<file path="config.mk">
export PLATFORM = sky130hd
export DESIGN_NAME = fb_source_scheduler
export DESIGN_NICKNAME = d
export VERILOG_FILES = /design/src/rtl/fb_sched_pkg.sv /design/src/rtl/ovl_scan_counter.sv /design/src/rtl/fb_source_scheduler.sv
export SDC_FILE = /design/constraint.sdc
export NUM_CORES = 1
export LEC_CHECK = 0
export BUFFER_PORTS_ARGS = -buffer_cell sky130_fd_sc_hd__buf_2
export CAP_MARGIN = 20
export CORE_ASPECT_RATIO = 0.7
export CORE_MARGIN = 4
export CORE_UTILIZATION = 40
export DETAILED_ROUTE_END_ITERATION = 8
export PLACE_DENSITY = 0.72
export SLEW_MARGIN = 40
export SYNTH_ARGS = -nofsm -noshare
export SYNTH_HDL_FRONTEND = slang
export SYNTH_HIERARCHICAL = 1
export SYNTH_SLANG_ARGS = --single-unit
</file>
<file path="constraint.sdc">
create_clock -name clk_vga -period 7.21 [get_ports clk_vga]
set_clock_uncertainty 0.05 [all_clocks]
set_input_delay 1.442 -clock clk_vga [delete_from_list [all_inputs] [get_ports clk_vga]]
set_output_delay 1.442 -clock clk_vga [all_outputs]
set_load 0.03 [all_outputs]
</file>
<file path="src/rtl/fb_sched_pkg.sv">
// Shared types, defaults and pixel conversion for the framebuffer source scheduler.
package fb_sched_pkg;

    localparam int OVL_W_DEF  = 256;
    localparam int OVL_H_DEF  = 224;
    localparam int CPP_DEF    = 15;
    localparam int SAMPLE_DEF = 12;

    typedef enum logic [2:0] {
        ST_VGA       = 3'd0,
        ST_PEND_OVL  = 3'd1,
        ST_OVL_RUN   = 3'd2,
        ST_OVL_DRAIN = 3'd3,
        ST_OVL_WAIT  = 3'd4
    } sched_state_t;

    // BGR555 {x,B,G,R} to RGB666 {R,G,B}; each 5-bit channel gains a zero LSB.
    function automatic logic [17:0] bgr555_to_rgb666(input logic [15:0] c);
        logic unused_msb;
        unused_msb = c[15];
        return {c[4:0], 1'b0, c[9:5], 1'b0, c[14:10], 1'b0};
    endfunction

endpackage

</file>
<file path="src/rtl/ovl_scan_counter.sv">
// Overlay scan position: clocks-per-pixel counter plus column/row counters.
// Clear wins over run; with neither asserted everything holds.
module ovl_scan_counter #(
    parameter int OVL_W = 256,
    parameter int OVL_H = 224,
    parameter int CPP   = 15,
    localparam int CW   = $clog2(CPP)
) (
    input  logic          clk_vga,
    input  logic          resetn,
    input  logic          i_run,
    input  logic          i_clear,
    output logic [CW-1:0] o_cnt,
    output logic [7:0]    o_x,
    output logic [7:0]    o_y,
    output logic          o_frame_done
);

    logic [CW-1:0] r_cnt;
    logic [7:0]    r_x;
    logic [7:0]    r_y;
    logic          w_last_cnt;
    logic          w_last_x;
    logic          w_last_y;

    assign w_last_cnt = (r_cnt == CW'(CPP - 1));
    assign w_last_x   = (r_x == 8'(OVL_W - 1));
    assign w_last_y   = (r_y == 8'(OVL_H - 1));

    // Advance cnt every clock, x at the end of each pixel, y at the end of each line.
    always_ff @(posedge clk_vga or negedge resetn) begin
        if (!resetn) begin
            r_cnt <= '0;
            r_x   <= '0;
            r_y   <= '0;
        end else if (i_clear) begin
            r_cnt <= '0;
            r_x   <= '0;
            r_y   <= '0;
        end else if (i_run) begin
            if (w_last_cnt) begin
                r_cnt <= '0;
                if (w_last_x) begin
                    r_x <= '0;
                    if (w_last_y) r_y <= '0;
                    else          r_y <= r_y + 8'd1;
                end else begin
                    r_x <= r_x + 8'd1;
                end
            end else begin
                r_cnt <= r_cnt + CW'(1);
            end
        end
    end

    assign o_cnt        = r_cnt;
    assign o_x          = r_x;
    assign o_y          = r_y;
    assign o_frame_done = i_run & w_last_cnt & w_last_x & w_last_y;

endmodule

</file>
<file path="src/rtl/fb_source_scheduler.sv">
// Owns the framebuffer write port and hands it between the VGA stream and the
// overlay scan, switching only on frame boundaries.
//
// state     | meaning
// ----------+---------------------------------------------------------------
// VGA       | VGA stream drives the framebuffer
// PEND_OVL  | overlay requested, VGA continues until the next vsync edge
// OVL_RUN   | overlay scan owns the port, frames repeat
// OVL_DRAIN | overlay dropped, current overlay frame is finished first
// OVL_WAIT  | overlay frame complete, port idle until the next VGA vsync
module fb_source_scheduler
    import fb_sched_pkg::*;
#(
    parameter int OVL_W  = OVL_W_DEF,
    parameter int OVL_H  = OVL_H_DEF,
    parameter int CPP    = CPP_DEF,
    parameter int SAMPLE = SAMPLE_DEF
) (
    input  logic        clk_vga,
    input  logic        resetn,
    input  logic        vga_ce,
    input  logic        vga_de,
    input  logic        vga_vs,
    input  logic [17:0] vga_rgb,
    input  logic [10:0] vga_width,
    input  logic [9:0]  vga_height,
    input  logic        overlay_req,
    input  logic        freeze,
    input  logic [15:0] overlay_color,
    output logic [7:0]  overlay_x,
    output logic [7:0]  overlay_y,
    output logic [10:0] fb_width,
    output logic [9:0]  fb_height,
    output logic        fb_vsync,
    output logic        fb_we,
    output logic [17:0] fb_data,
    output logic        ovl_active
);

    localparam int CW = $clog2(CPP);

    sched_state_t  r_state;
    sched_state_t  w_next_state;
    logic          r_vs_d;
    logic          w_vs_rise;

    logic [CW-1:0] w_cnt;
    logic [7:0]    w_x;
    logic [7:0]    w_y;
    logic          w_frame_done;
    logic          w_scan_run;
    logic          w_scan_clear;
    logic          w_at_origin;
    logic          w_at_sample;

    logic          w_fb_we;
    logic          w_fb_vsync;
    logic [17:0]   w_fb_data;
    logic          w_ovl_next;

    logic          r_fb_we;
    logic          r_fb_vsync;
    logic [17:0]   r_fb_data;
    logic [10:0]   r_fb_width;
    logic [9:0]    r_fb_height;
    logic          r_ovl_active;

    ovl_scan_counter #(
        .OVL_W (OVL_W),
        .OVL_H (OVL_H),
        .CPP   (CPP)
    ) u_scan (
        .clk_vga      (clk_vga),
        .resetn       (resetn),
        .i_run        (w_scan_run),
        .i_clear      (w_scan_clear),
        .o_cnt        (w_cnt),
        .o_x          (w_x),
        .o_y          (w_y),
        .o_frame_done (w_frame_done)
    );

    // The vsync edge detector samples every clock, even under freeze, so a
    // released freeze never sees a stale edge.
    always_ff @(posedge clk_vga or negedge resetn) begin
        if (!resetn) r_vs_d <= 1'b0;
        else         r_vs_d <= vga_vs;
    end

    assign w_vs_rise   = vga_vs & ~r_vs_d;
    assign w_at_origin = (w_cnt == '0) && (w_x == 8'd0) && (w_y == 8'd0);
    assign w_at_sample = (w_cnt == CW'(SAMPLE));

    // State register.
    always_ff @(posedge clk_vga or negedge resetn) begin
        if (!resetn) r_state <= ST_VGA;
        else         r_state <= w_next_state;
    end

    // Next state, scan control and next output values; freeze holds everything.
    always_comb begin
        w_next_state = r_state;
        w_fb_we      = 1'b0;
        w_fb_vsync   = 1'b0;
        w_fb_data    = r_fb_data;
        w_scan_run   = 1'b0;
        w_scan_clear = 1'b0;
        if (!freeze) begin
            unique case (r_state)
                ST_VGA: begin
                    w_fb_we    = vga_ce & vga_de;
                    w_fb_data  = vga_rgb;
                    w_fb_vsync = w_vs_rise;
                    if (overlay_req) w_next_state = ST_PEND_OVL;
                end
                ST_PEND_OVL: begin
                    w_fb_we   = vga_ce & vga_de;
                    w_fb_data = vga_rgb;
                    if (!overlay_req) begin
                        w_fb_vsync   = w_vs_rise;
                        w_next_state = ST_VGA;
                    end else if (w_vs_rise) begin
                        // This edge belongs to the overlay frame, which pulses at (0,0).
                        w_scan_clear = 1'b1;
                        w_next_state = ST_OVL_RUN;
                    end
                end
                ST_OVL_RUN, ST_OVL_DRAIN: begin
                    w_scan_run = 1'b1;
                    w_fb_vsync = w_at_origin;
                    if (w_at_sample) begin
                        w_fb_we   = 1'b1;
                        w_fb_data = bgr555_to_rgb666(overlay_color);
                    end
                    if (overlay_req) begin
                        w_next_state = ST_OVL_RUN;
                    end else if (w_frame_done) begin
                        w_next_state = ST_OVL_WAIT;
                    end else begin
                        w_next_state = ST_OVL_DRAIN;
                    end
                end
                ST_OVL_WAIT: begin
                    w_scan_clear = 1'b1;
                    if (overlay_req) begin
                        w_next_state = ST_OVL_RUN;
                    end else if (w_vs_rise) begin
                        w_fb_vsync   = 1'b1;
                        w_next_state = ST_VGA;
                    end
                end
                default: w_next_state = ST_VGA;
            endcase
        end
    end

    assign w_ovl_next = (w_next_state == ST_OVL_RUN)   ||
                        (w_next_state == ST_OVL_DRAIN) ||
                        (w_next_state == ST_OVL_WAIT);

    // Output registers; geometry follows the state being entered so it lines up with the state register.
    always_ff @(posedge clk_vga or negedge resetn) begin
        if (!resetn) begin
            r_fb_we      <= 1'b0;
            r_fb_vsync   <= 1'b0;
            r_fb_data    <= '0;
            r_fb_width   <= '0;
            r_fb_height  <= '0;
            r_ovl_active <= 1'b0;
        end else begin
            r_fb_we      <= w_fb_we;
            r_fb_vsync   <= w_fb_vsync;
            r_fb_data    <= w_fb_data;
            r_fb_width   <= w_ovl_next ? 11'(OVL_W) : vga_width;
            r_fb_height  <= w_ovl_next ? 10'(OVL_H) : vga_height;
            r_ovl_active <= w_ovl_next;
        end
    end

    assign overlay_x  = w_x;
    assign overlay_y  = w_y;
    assign fb_we      = r_fb_we;
    assign fb_vsync   = r_fb_vsync;
    assign fb_data    = r_fb_data;
    assign fb_width   = r_fb_width;
    assign fb_height  = r_fb_height;
    assign ovl_active = r_ovl_active;

endmodule

</file>
After elaboration in Yosys (flattened, before gate mapping):

Cells that the tools add are included.

* register bits: 66
* logic and storage cells: 88
* input port bits: 62
* output and inout bits: 58

* bitwise gates (word level): 7
* mux-type cells: 38
* add/subtract/negate cells: 3
* reductions and logical operators: 17
* eq/ne operators: 12

Operator list (number)
* two-way mux 8 bit: 9
* case mux 18 bit (2 select lines): 1
* two-way mux 3 bit: 8
* two-way mux 18 bit: 1
* adder 8 x 1 -> 8 bit (second input constant): 2
* equality test 8 bit (second input constant): 2
* zero test 8 bit: 2
* equality test 3 x 2 -> 1 bit (second input constant): 4
* two-way mux 4 bit: 3
* case mux 3 bit (4 select lines): 1
* two-way mux 11 bit: 1
* two-way mux 1 bit: 10
* two-way mux 10 bit: 1
* equality test 4 bit (second input constant): 2
* nonzero test 2 bit: 4
* equality test 3 bit (second input constant): 2
* AND reduction 3 bit: 2
* bitwise AND 1 bit: 5
* adder 4 x 1 -> 4 bit (second input constant): 1
* zero test 4 bit: 1
* case mux 1 bit (2 select lines): 2
* case mux 1 bit (4 select lines): 1
* OR reduction 2 bit: 2
* equality test 3 x 1 -> 1 bit (second input constant): 1
* 6 further kinds: 9

Longest topological paths before layout:

* word-level depth: 15
* mapped depth: 14

Hierarchy:

Netlist, hierarchy kept.

By module, submodules not included
* fb_source_scheduler: cells an instance 200, area an instance 2110.8 um2, times used 1
* ovl_scan_counter: cells an instance 120, area an instance 1116.1 um2, times used 1

Least setup slack after synthesis:

OpenSTA, ideal clock, no wires.

* kind: input -> register
* start point: input freeze
* end point: register r_fb_height[5], in the netlist fb_height[5]
* library setup time: 0.124 ns
* data required time: 7.036 ns
* arrival: 3.644 ns
* buffers on the path: 3
* stages: 12
* slack: 3.392 ns
* path through: buf_4 > nor2_1 > nand4_2 > or4_4 > buf_6 > nor2_1 > o21bai_1 > a32oi_1 > a21o_1 > buf_6 > inv_4 > a211o_1

* longest elaborated chain between the ends: 12
* elaborated cells on any way between the ends: 14
* those cells by class: 3 x eq/ne; 6 x mux; 3 x bitwise; 2 x reduce/logical

Ends and longest elaborated chain
* from (decl): RTL line fb_source_scheduler.sv:28 `input logic freeze,`
* two-way mux 1 bit (*): RTL line fb_source_scheduler.sv:108 `if (!freeze) begin`
* via w_scan_run: RTL line fb_source_scheduler.sv:51 `logic w_scan_run;`
* bitwise AND 1 bit (*) (3 in a row): RTL line ovl_scan_counter.sv:59 `assign o_frame_done = i_run & w_last_cnt & w_last_x & w_last_y;`
* via w_frame_done: RTL line fb_source_scheduler.sv:50 `logic w_frame_done;`
* two-way mux 3 bit (*): RTL line fb_source_scheduler.sv:137 `end else if (w_frame_done) begin`
* two-way mux 3 bit (*): RTL line fb_source_scheduler.sv:135 `if (overlay_req) begin`
* case mux 3 bit (4 select lines) (*): RTL line fb_source_scheduler.sv:109 `unique case (r_state)`
* two-way mux 3 bit (*): RTL line fb_source_scheduler.sv:108
* via w_next_state[1]: RTL line fb_source_scheduler.sv:43 `sched_state_t w_next_state;`
* equality test 3 x 2 -> 1 bit (on tied branches): RTL line fb_source_scheduler.sv:157, fb_source_scheduler.sv:158
* logical OR 1 bit: RTL line fb_source_scheduler.sv:157 `assign w_ovl_next = (w_next_state == ST_OVL_RUN) ||`
* logical OR 1 bit (*): RTL line fb_source_scheduler.sv:158 `(w_next_state == ST_OVL_DRAIN) ||`
* two-way mux 10 bit (*): RTL line fb_source_scheduler.sv:175 `r_fb_height <= w_ovl_next ? 10'(OVL_H) : vga_height;`
* to (signal assigned): RTL line fb_source_scheduler.sv:175
* to (decl): RTL line fb_source_scheduler.sv:65 `logic [9:0] r_fb_height;`

Mark *: on every way through the listed nets, which the timed path passes. The rest lies on a longest branch.
A chain may end at the register's enable or synchronous reset.

Worst setup path in the final report:

* start point: register r_state[1]
* end point: register r_fb_width[8], in the netlist fb_width[8]

* longest elaborated chain between the ends: 15
* elaborated cells on any way between the ends: 26
* those cells by class: 7 x eq/ne; 12 x mux; 3 x bitwise; 4 x reduce/logical

Ends and longest elaborated chain
* from (decl): RTL line fb_source_scheduler.sv:42 `sched_state_t r_state;`
* from (signal assigned): RTL line fb_source_scheduler.sv:97 `else r_state <= w_next_state;`
* equality test 3 x 2 -> 1 bit: RTL line fb_source_scheduler.sv:109
* OR reduction 2 bit (*): RTL line fb_source_scheduler.sv:109
* two-way mux 1 bit (*): RTL line fb_source_scheduler.sv:109
* two-way mux 1 bit (*): RTL line fb_source_scheduler.sv:108
* via w_scan_run: RTL line fb_source_scheduler.sv:51
* bitwise AND 1 bit (*) (3 in a row): RTL line ovl_scan_counter.sv:59
* via w_frame_done: RTL line fb_source_scheduler.sv:50
* two-way mux 3 bit (*): RTL line fb_source_scheduler.sv:137
* two-way mux 3 bit (*): RTL line fb_source_scheduler.sv:135
* case mux 3 bit (4 select lines) (*): RTL line fb_source_scheduler.sv:109
* two-way mux 3 bit (*): RTL line fb_source_scheduler.sv:108
* via w_next_state[1]: RTL line fb_source_scheduler.sv:43
* equality test 3 x 2 -> 1 bit (on tied branches): RTL line fb_source_scheduler.sv:157, fb_source_scheduler.sv:158
* logical OR 1 bit: RTL line fb_source_scheduler.sv:157
* logical OR 1 bit (*): RTL line fb_source_scheduler.sv:158
* two-way mux 11 bit (*): RTL line fb_source_scheduler.sv:174 `r_fb_width <= w_ovl_next ? 11'(OVL_W) : vga_width;`
* to (signal assigned): RTL line fb_source_scheduler.sv:174
* to (decl): RTL line fb_source_scheduler.sv:64 `logic [10:0] r_fb_width;`

Marked as above.

==> run summary <==
## Outcome
* **status** finished clean

## Setup path
* **Reg-to-Reg Start** r_state[1]
* **Worst EP required** 7.36 ns
* **launching instance or port of the critical path** r_state[1]
* **Critical Path AT** 4.45 ns
* **CP endpoint kind** register
* **Worst Setup Path Type** register to register
* **Critical Path Start Type** register
* **Max FO, Critical Path** 20

## Logic synthesis
* **share of synthesized registers carrying an async set or reset** 100%
* **mean area per synthesized cell** 10.1 um2
* **number of unique standard cell types used by synthesis** 53
* **fraction of the mapped netlist area in compound gates** 18.7%
* **count of warnings emitted by yosys** 6
* **cell area after synthesis** 3230 um2
* **post-synthesis register bit count** 66
* **EDFF count, synth** 0
* **fraction of the mapped netlist area in simple logic gates** 20.6%
* **number of standard cells after synthesis** 320
* **Adder-Cell Fraction of Synth Area** 1.55%
* **post-synthesis share of cell area spent on xor and xnor gates** 1.63%
* **sequential-to-total area share from yosys stat** 51.2%
* **Mapped Nets** 386
* **post-synthesis mux area share** 0.310%
* **combinational family with the most area after synthesis** simple AND/OR/NAND/NOR gates
* **most instantiated flip-flop cell in the synthesis netlist** sky130_fd_sc_hd__dfrtp_1

## Min path
* **source of the worst hold timing path** fb_data[12]
* **worst min-delay path category** register to register

## Clock network
* **setup bufs post-CTS** 0
* **clock tree from TritonCTS** built
* **Skew-Pair Late Insertion Delay** 0.32 ns
* **hold bufs inserted after CTS** 0
* **number of clock sinks** 66
* **total of cells resized after clock tree synthesis** 0
* **clock-pin transition on the worst setup and hold timing paths** 0.05 ns
* **number of buffers created by CTS** 9
* **root buffer cell** sky130_fd_sc_hd__clkbuf_16
* **CTS H-tree lvls** 3
* **Longest Clk Path Bufs** 2

## Timing
* **share of the cycle needed by the critical path after routing** 59.6%
* **final max-slew violation count** 0
* **final hold violations** 0
* **Final setup violation count** 0
* **minimum clock period after layout** 4.30 ns
* **worst max-slew margin expressed relative to the limit** 47.9%
* **maximum frequency from static timing analysis** 233 MHz
* **Worst Max-Slew Pin Slew** 0.782 ns
* **Total Negative Setup Slacks** 0 ns
* **unrepaired setup endpoints after global routing** false

## GRT
* **grt ovf** 0
* **global-route wire length before repair** 13000 um
* **via count of the first global-routing pass** 2738
* **Global Route Usage Sum** 16.7%
* **largest net degree at the start of global routing** 38
* **antenna violations before repair** 0

## Placement
* **total placed instance area** 3850 um2
* **final weighted congestion of routability-driven global placement** 0.862
* **count of input and output buffers** 118
* **Final HPWL DP** 5630 um

## Final layout
* **area used by multi-input combinational logic** 1390 um2
* **final design area excluding fillers** 4140 um2
* **count of filler cells inserted in the layout** 760
* **ANT cells** 0
* **number of nets in the finished design** 499
* **area taken by flip-flops and latches** 1650 um2
* **area added between synthesis and finish** 28.2%
* **share of final-layout standard cells stronger than drive strength 1** 34.1%
* **share of the core filled with cells in the final layout** 52.6%

## Floorplan
* **die outline area** 9590 um2
* **Die Wd** 115 um
* **site row count** 27
* **core area** 7870 um2
* **I/O pin total** 120
* **initial standard-cell utilization of the core** 41.0%
* **Die Span Y** 83.1 um

## Power and ir drop
* **PD cells** 274 nW/um2
* **PnR Total Power** 0.00113 W
* **switching power summed over all nets** 0.000351 W
* **share of total power in combinational logic** 23.2%
* **part of the power in the clock network** 36.7%
* **peak supply drop** 0.000154 V
* **sequential group share of total power** 40.2%
* **cell-internal power** 0.000783 W
* **Static Leak** 2.08 nW
* **switch share** 30.9%

## Job
* **number of max-capacitance violations reported** 0

## Drt
* **detailed-route via count** 2839
* **drt first pass iters** 4
* **remaining design rule violation count** 0
* **average wire per standard cell** 14.6 um
* **antenna-violating nets left** 0
* **Routed WL** 7880 um
* **Iter 0 DRT Violations** 209
* **number of vias per cell after detailed routing** 5.28

worst max-delay path, cell delays in order (launching register included):
cell,delay (ns)
sky130_fd_sc_hd__dfrtp_1,0.69
sky130_fd_sc_hd__nand2b_1,0.57
sky130_fd_sc_hd__nor2_1,0.54
sky130_fd_sc_hd__nand4_2,0.19
sky130_fd_sc_hd__or4_4,0.61
sky130_fd_sc_hd__nor2_1,0.30
sky130_fd_sc_hd__o21bai_1,0.10
sky130_fd_sc_hd__a32oi_1,0.15
sky130_fd_sc_hd__a21o_1,0.57
sky130_fd_sc_hd__inv_4,0.09
sky130_fd_sc_hd__a211o_1,0.32
metrics by stage:
stage | std cells | hold WS, ns | setup slack (ns)
4_1_cts | 538 | 0.483 | 2.90
3_5_place_dp | 523 | 0.472 | 2.73
5_1_grt | 538 | 0.515 | 2.60
6_report | 538 | 0.475 | 2.91
2_1_floorplan | 320 | 0.494 | 3.39
3_3_place_gp | 522 | 0.464 | 2.79
registers in the layout, indices dropped and copies added, names as in the netlist:
name          flops
r_vs_d            1
u_scan/o_y        8
ovl_active        1
fb_height        10
fb_data          18
fb_width         11
fb_vsync          1
u_scan/o_cnt      4
u_scan/o_x        8
r_state           3
fb_we             1
cells in the mapped netlist, types with 6 or more instances:
cell type	n	area share (%)
sky130_fd_sc_hd__a21oi_1	16	2.5
sky130_fd_sc_hd__a31oi_1	16	3.1
sky130_fd_sc_hd__buf_6	8	2.8
sky130_fd_sc_hd__clkbuf_1	6	0.70
sky130_fd_sc_hd__dfrtp_1	66	51
sky130_fd_sc_hd__inv_1	8	0.93
sky130_fd_sc_hd__nand2_1	49	5.7
sky130_fd_sc_hd__nand3_1	9	1.4
sky130_fd_sc_hd__nor2_1	23	2.7
sky130_fd_sc_hd__nor3_1	7	1.1
sky130_fd_sc_hd__nor4_1	6	1.2
sky130_fd_sc_hd__o211a_1	17	5.3
sky130_fd_sc_hd__o21ai_0	10	1.6
path summary, 6_finish.rpt:
| check | endpoint | slack [ns] | cells past startpoint |
|---|---|---|---|
| setup reg to reg | fb_width[8] | 2.91 | 10 |
| setup / recovery | fb_width[8] | 2.91 | 10 |
| max in group asynchronous | fb_data[4] | 5.49 | 3 |
| hold / removal | fb_data[12] | 0.48 | 2 |
| min in group asynchronous | fb_width[10] | 1.09 | 2 |
| hold reg to reg | fb_data[12] | 0.48 | 2 |
power groups by stage:
stage | combinational, W | sequential [W] | clock (W)
6_report | 0.000263 | 0.000455 | 0.000416
3_5_place_dp | 0.000266 | 0.000460 | 0
5_1_grt | 0.000288 | 0.000463 | 0.000449
4_1_cts | 0.000266 | 0.000455 | 0.000431
2_1_floorplan | 0.000108 | 0.000535 | 0
3_3_place_gp | 0.000260 | 0.000458 | 0
cells in the final DEF, fill, tap and decap left out, drive strengths merged, types with 7 or more instances in the layout:
cell    instances
buf           122
dfrtp          66
nand2          49
nor2           23
o211a          17
a31oi          16
a21oi          16
o21ai          15
clkbuf         12
inv            11
nand3          10
nor3            7
cells by family (layout without fill, tap and decap cells):
logic type / count (synthesis) / count (layout)
buffers and inverters: 31 / 148
flip-flops: 66 / 66
adder cells (fa/ha/maj): 4 / 4
AO/OA/AOI/OAI: 82 / 82
AND/OR/NAND/NOR: 130 / 130
XOR/XNOR: 6 / 6
multiplexers: 1 / 1
cell type report:
type / count / share of cell area [%]
clock buffers: 12 / 5.96
clock inverters: 3 / 0.968
inverters: 11 / 1.12
multi-input cells: 223 / 33.7
flip-flops and latches: 66 / 39.9
well taps: 101 / 3.06
repair buffers: 122 / 15.3
routing by layer:
layer / global-route usage (%) / up-vias / part of all wire [%]
li1: - / 1376 / -
met1: 22.1 / 1373 / 44
met2: 25.6 / 79 / 46
met3: 6.85 / 11 / 8.4
met4: 4.26 / 0 / 1.3
met5: 0 / - / 0
(Power assumes the default switching activity.)
